<file path="src/rtl/fetch_master.sv">
// Nine-state fetch sequencer for a 4-bit split-bus ROM/RAM system: three address nibbles out, two data nibbles in.
// Optional FETCH_CNT_EN adds a free-running 16-bit count of completed fetches on fetch_count.
module fetch_master (
    input  logic        clock,
    input  logic        reset,
    input  logic        halt,
    input  logic        req,
    input  logic [11:0] addr,
    output logic        ready,
    output logic        busy,
    output logic [7:0]  rdata,
    output logic        ack,
    input  logic [3:0]  data_i,
    output logic [3:0]  data_o,
    output logic        data_en,
    output logic        sync,
`ifdef FETCH_CNT_EN
    output logic [15:0] fetch_count,
`endif
    output logic        rom_cmd
);

    localparam logic [3:0] S_IDLE = 4'd0;
    localparam logic [3:0] S_A1   = 4'd1;
    localparam logic [3:0] S_A2   = 4'd2;
    localparam logic [3:0] S_A3   = 4'd3;
    localparam logic [3:0] S_M1   = 4'd4;
    localparam logic [3:0] S_M2   = 4'd5;
    localparam logic [3:0] S_X1   = 4'd6;
    localparam logic [3:0] S_X2   = 4'd7;
    localparam logic [3:0] S_X3   = 4'd8;

    logic [3:0]  state;
    logic [3:0]  state_nxt;
    logic [11:0] addr_q;
    logic        accept;

    // Acceptance happens only at the X3 edge; IDLE merely jumps to X3 so the request is re-sampled there.
    assign accept = (state == S_X3) && req && !halt;

    always_comb begin
        state_nxt = state;
        if (!halt) begin
            case (state)
                S_IDLE:  state_nxt = req ? S_X3 : S_IDLE;
                S_A1:    state_nxt = S_A2;
                S_A2:    state_nxt = S_A3;
                S_A3:    state_nxt = S_M1;
                S_M1:    state_nxt = S_M2;
                S_M2:    state_nxt = S_X1;
                S_X1:    state_nxt = S_X2;
                S_X2:    state_nxt = S_X3;
                S_X3:    state_nxt = req ? S_A1 : S_IDLE;
                default: state_nxt = S_IDLE;
            endcase
        end
    end

    always_ff @(posedge clock or posedge reset) begin
        if (reset) begin
            state <= S_IDLE;
        end else begin
            state <= state_nxt;
        end
    end

    always_ff @(posedge clock or posedge reset) begin
        if (reset) begin
            addr_q <= '0;
        end else if (accept) begin
            addr_q <= addr;
        end
    end

    always_ff @(posedge clock or posedge reset) begin
        if (reset) begin
            rdata <= '0;
        end else if (!halt) begin
            if (state == S_M1) begin
                rdata[7:4] <= data_i;
            end
            if (state == S_M2) begin
                rdata[3:0] <= data_i;
            end
        end
    end

    // Bus-side outputs decode from the state alone, so an asynchronous reset clears them at once.
    always_comb begin
        data_en = 1'b0;
        data_o  = '0;
        case (state)
            S_A1: begin
                data_en = 1'b1;
                data_o  = addr_q[3:0];
            end
            S_A2: begin
                data_en = 1'b1;
                data_o  = addr_q[7:4];
            end
            S_A3: begin
                data_en = 1'b1;
                data_o  = addr_q[11:8];
            end
            default: begin
                data_en = 1'b0;
                data_o  = '0;
            end
        endcase
    end

    assign rom_cmd = (state == S_A3);
    assign ready   = (state == S_X3);
    assign sync    = (state == S_X3) && req;
    assign busy    = (state != S_IDLE);
    assign ack     = (state == S_X1) && !halt;

`ifdef FETCH_CNT_EN
    logic [15:0] fetch_cnt_q;

    always_ff @(posedge clock or posedge reset) begin
        if (reset) begin
            fetch_cnt_q <= '0;
        end else if (ack) begin
            fetch_cnt_q <= fetch_cnt_q + 16'd1;
        end
    end

    assign fetch_count = fetch_cnt_q;
`endif

endmodule

</file>
<file path="config.mk">
export PLATFORM = sky130hd
export DESIGN_NAME = fetch_master
export DESIGN_NICKNAME = d
export VERILOG_FILES = /design/src/rtl/fetch_master.sv
export SDC_FILE = /design/constraint.sdc
export NUM_CORES = 1
export LEC_CHECK = 0
export ABC_CLOCK_PERIOD_IN_PS = 2600
export BUFFER_PORTS_ARGS = -buffer_cell sky130_fd_sc_hd__buf_2
export CORE_ASPECT_RATIO = 0.7
export CORE_MARGIN = 3
export CORE_UTILIZATION = 35
export CTS_BUF_LIST = sky130_fd_sc_hd__clkbuf_8
export DETAILED_ROUTE_END_ITERATION = 6
export PLACE_DENSITY = 0.64
export SLEW_MARGIN = 20
export SYNTH_ARGS = -nofsm -noshare
export SYNTH_HDL_FRONTEND = slang
export SYNTH_SLANG_ARGS = --single-unit
</file>
<file path="constraint.sdc">
create_clock -name clock -period 2.6 [get_ports clock]
set_clock_uncertainty 0.15 [all_clocks]
set_input_delay 0.52 -clock clock [delete_from_list [all_inputs] [get_ports clock]]
set_output_delay 0.52 -clock clock [all_outputs]
set_load 0.05 [all_outputs]
</file>
# [Yosys cells after proc, flatten, opt, wreduce, memory -nomap -nowiden]
# Index checks and enable logic that the tools add are counted.
[classes] n_addsub=0 mul=0 div=0 n_lt_le_gt_ge=0 eq_ne=8 shift=0 n_mux=5 n_bitwise=1 reduce_logical=9
[ops] operator="4-bit one-hot mux with 9 select lines" count=1
[ops] operator="4-bit by 3-bit equality test with 1-bit output (second input constant)" count=4
[ops] operator="4-bit one-hot mux with 3 select lines" count=1
[ops] operator="4-bit by 2-bit equality test with 1-bit output (second input constant)" count=2
[ops] operator="4-bit by 1-bit equality test with 1-bit output (second input constant)" count=1
[ops] operator="4-bit equality test (second input constant)" count=1
[ops] operator="4-bit zero test" count=1
[ops] operator="4-bit 2-to-1 mux" count=1
[ops] operator="2-bit AND reduction" count=2
[ops] operator="4-bit nonzero test" count=1
[ops] operator="1-bit logical AND" count=3
[ops] operator="3-bit OR reduction" count=1
[ops] operator="1-bit 2-to-1 mux" count=2
[ops] operator="1-bit zero test" count=1
[ops] operator="1-bit inverter" count=1
[totals] register_bits=24 latch_bits=0 ram_bits=0 romBits=0 input_bits=20 output_inout_bits=18 word_cells=27 memories=0

# [Longest topological paths before layout]
[depth] depth_word=3 depth_mapped=5 mapped_depth_nobuf=3

# [Worst setup path after synthesis]
# No wires, ideal clock.
[synth_timing] kind="reg2out" start="register state[1]" end="output data_o[0]" arrival_ps=1664 required_ps=1930 setup_slack_ps=266 stages_incl_launch_ff=5 n_path_buf=1 cell_sequence="dfrtp_1 -> buf_2 -> nor2b_1 -> a22oi_1 -> nor2_1"
[synth_via] elab_chain_cells=2 elab_cells_between_ends=4 classes_between="3 x eq/ne; 1 x mux"
[synth_lines] item="start, declared" line="33" source="logic [3:0] state;"
[synth_lines] item="start signal, assigned" line="63" source="state <= state_nxt;"
[synth_lines] item="4-bit by 2-bit equality test with 1-bit output or 4-bit by 1-bit equality test with 1-bit output (tied branches)" line="92" source="case (state)"
[synth_lines] item="4-bit one-hot mux with 3 select lines *" line="92"
[synth_lines] item="end, declared" line="14" source="output logic [3:0] data_o,"
# Every way passes the cells marked *; elsewhere a longest branch is shown, timed or not.

# [Final worst setup path]
[layout_timing] start="register state[0]" end="output data_o[1]"
# Same word-level chain as after synthesis.

==> impl_metrics.py <==
metrics = {
    "outcome": {
        "status": "completed",
    },
    "clocking": {
        "insertion_delay_ps": 260,
        "cts_tree": "done",
        "cts.htree.levels": 1,
        "numClockSinks": 24,
        "cts_root_buffer": "clkbuf_8",
        "cts_buffer_depth": 2,
        "clkTransAtPathRegs_ps": 80,
        "cts_made_buffers": 3,
    },
    "critical_path": {
        "r2r_cells": 3,
        "worstPathCellList": "nor2b_1 -> a22oi_1 -> nor2_1 -> buf_2",
        "crit_buf_inv": 1,
        "crit_family": "flip-flops",
        "critPathLaunch": "state[0]$_DFFE_PP0N_",
        "cp-endpoint": "data_o[1]",
        "start_kind": "register",
        "end_kind": "output port",
        "critPathRequiredTime_ps": 1930,
        "r2r_start": "state[0]$_DFFE_PP0N_",
        "crit_cells": 4,
        "r2r_setup_slack_ps": 530,
        "critPathSlowestCell": "dfrtp_1",
        "crit_arrival_ps": 1700,
        "r2r-end": "addr_q[9]$_DFFE_PP0P_",
        "slowest_delay_ps": 530,
        "crit_path_max_fanout": 14,
        "critical_path_class": "reg2out",
    },
    "global_route": {
        "antenna_found_initial": 0,
        "grt.overflow.total": 0,
        "grt_pass1_vias": 808,
        "grt_max_degree": 25,
        "grt_pass1_wl_um": 3767,
        "grt_usage_pct": 11.77,
    },
    "placed_design": {
        "globalplace.congestion": 0.7763,
        "dp_hpwl_um": 1853,
        "io_buffers": 37,
        "place_inst": 175,
        "place_area_mm2": 0.001401,
    },
    "power_and_ir_drop": {
        "p_total_w": 0.001984,
        "power.density_mw_per_mm2": 1346,
        "leakagePower_nw": 0.7606,
        "ir_worst_vdd_v": 0.0005585,
    },
    "logic_synthesis": {
        "synthDistinctLibCells": 23,
        "syn-num-nets": 118,
        "ys_seq_area_share_pct": 50.00,
        "synth.largest_area_cell": "dfrtp_1",
        "synth_warnings": 0,
        "synth-seq-cells": 24,
        "synth_common_cells": "24 x dfrtp_1, 15 x mux2_2, 10 x mux2_4, 10 x nor2_1, 7 x nand2_1",
        "synth.cell_area_mm2": 0.001201,
        "syn_inst": 98,
        "ys_top_cells_by_area": "dfrtp_1 50%, mux2_2 14%, mux2_4 13%",
        "synth.avg_cell_area_um2": 12.26,
        "async_flop_share_pct": 100.0,
        "yosys.area.top_type_share_pct": 50.00,
        "synth.most_common_cell": "dfrtp_1",
        "synth_edf_count": 0,
        "synth_ff_type": "dfrtp_1",
    },
    "routing": {
        "route.met2.wl_um": 1232,
        "top_layer_used": "met4",
        "wl_met1_um": 1007,
        "drc_errors": 0,
        "firstDrtPassIters": 5,
        "avgRoutedWirePerCell_um": 13.33,
        "wl_met3_um": 122,
        "via_per_inst": 4.631,
        "drt_iter0_markers": 24,
        "ant_nets": 0,
        "vias": 829,
        "routed_wirelength_um": 2386,
    },
    "layout": {
        "layout.nets": 153,
        "fillers": 301,
        "finish.utilization_pct": 45.89,
        "insertedDiodeCount": 0,
        "postLayoutCellArea_mm2": 0.001474,
        "multi_input_area_um2": 553.0,
        "layout.cells.non_filler": 179,
        "seq_area_um2": 601.8,
        "drive_gt1_share_pct": 54.55,
        "syn_to_final_growth_pct": 22.71,
    },
    "timing": {
        "fmax_ghz": 0.4220,
        "layout_min_cycle_time_ps": 2370,
        "worst_slew_pin_slew_ps": 900.3,
        "min_period_over_period_pct": 91.14,
        "drv_slew": 0,
        "finalSetupViolCount": 0,
        "hold_viol_final": 0,
        "slew_headroom_pct": 39.92,
        "setup-tns-final_ps": 0,
        "rsz0062_at_grt": "no",
    },
    "floorplanning": {
        "core-area_mm2": 0.003212,
        "initial_utilization_pct": 37.40,
        "dieHeight_um": 55.02,
        "rows": 17,
        "dieArea_mm2": 0.004182,
        "io_pins": 38,
        "die_x_um": 76.02,
    },
    "flow_run": {
        "drv_cap": 0,
    },
    "min_path": {
        "hp-class": "in2async",
    },
}
[through the flow]
step / worst slack (ps) / hold WS, ps
after global routing: 44.45 / 328.4
final: 230.4 / 294.6
after detailed placement: 424.4 / 338.8
after CTS: 123.7 / 325.1
after floorplan: 265.8 / 325.3
after global placement: 485.4 / 333.6
[worst reg2reg max path, cell delays in order (launching register included)]
cell and delay [ps]:
dfrtp_1 530, nor4b_2 420, nand3b_2 420, mux2_4 430
[worst min-delay path by stage]
stage	endpoint	slack [ps]	cells after the start
finish	rdata[2]$_DFFE_PP0P_	290	2
global route	addr_q[7]$_DFFE_PP0P_	330	2
CTS	rdata[2]$_DFFE_PP0P_	330	2
detailed placement	rdata[5]$_DFFE_PP0P_	340	1
global placement	rdata[6]$_DFFE_PP0P_	330	1
floorplan	addr_q[3]$_DFFE_PP0P_	330	1
[sequential cells by signal, indices dropped and copies added, names as in the netlist]
name,flops
rdata,8
state,4
addr_q,12
[cell families (layout without fill, tap and decap cells)]
| group | Yosys count | count (layout) | synth area share [%] |
|---|---|---|---|
| AO/OA/AOI/OAI | 9 | 9 | 4.688 |
| buffers and inverters | 8 | 42 | 3.958 |
| flip-flops | 24 | 24 | 50.00 |
| multiplexers | 26 | 26 | 27.40 |
| AND/OR/NAND/NOR | 31 | 31 | 13.96 |
[per-layer routing]
layer / track usage, % / vias to the layer above
li1: - / 404
met1: 13.89 / 399
met2: 21.47 / 24
met3: 4.045 / 2
met4: 2.711 / 0
met5: 0 / -
[what timing repair did]
action | in CTS | in global routing
gates resized for setup | 0 | 1
hold endpoints to repair | 0 | 0
setup buffers | 0 | 0
setup endpoints to repair | 0 | 4
hold buffers | 0 | 0
[cell type report]
| class | count | area share (%) |
|---|---|---|
| inverters | 1 | 0.2547 |
| multi-input cells | 66 | 37.52 |
| clock buffers | 3 | 2.801 |
| flip-flops and latches | 24 | 40.83 |
| repair buffers | 37 | 12.56 |
| clock inverters | 1 | 2.037 |
| well taps | 47 | 3.990 |
[cells in the final DEF (no fill, tap or decap), types with 2 or more instances in the layout]
cell type | netlist | layout
dfrtp_1 | 24 | 23
clkbuf_8 | 0 | 3
or2_2 | 3 | 3
nor2_1 | 10 | 10
and2_1 | 2 | 2
nand2_1 | 7 | 7
o21ai_0 | 4 | 4
mux2_4 | 10 | 10
buf_2 | 2 | 37
mux2_2 | 15 | 15
a22oi_1 | 4 | 4
nor3b_1 | 2 | 2
[where the power goes]
group / switching (W) / total [W] / internal, W
clock network: 0.000113 / 0.000318 / 0.000206
registers: 0.000181 / 0.000742 / 0.000561
logic: 0.000552 / 0.000924 / 0.000372
No activity file was read; power rests on OpenSTA's default activity.
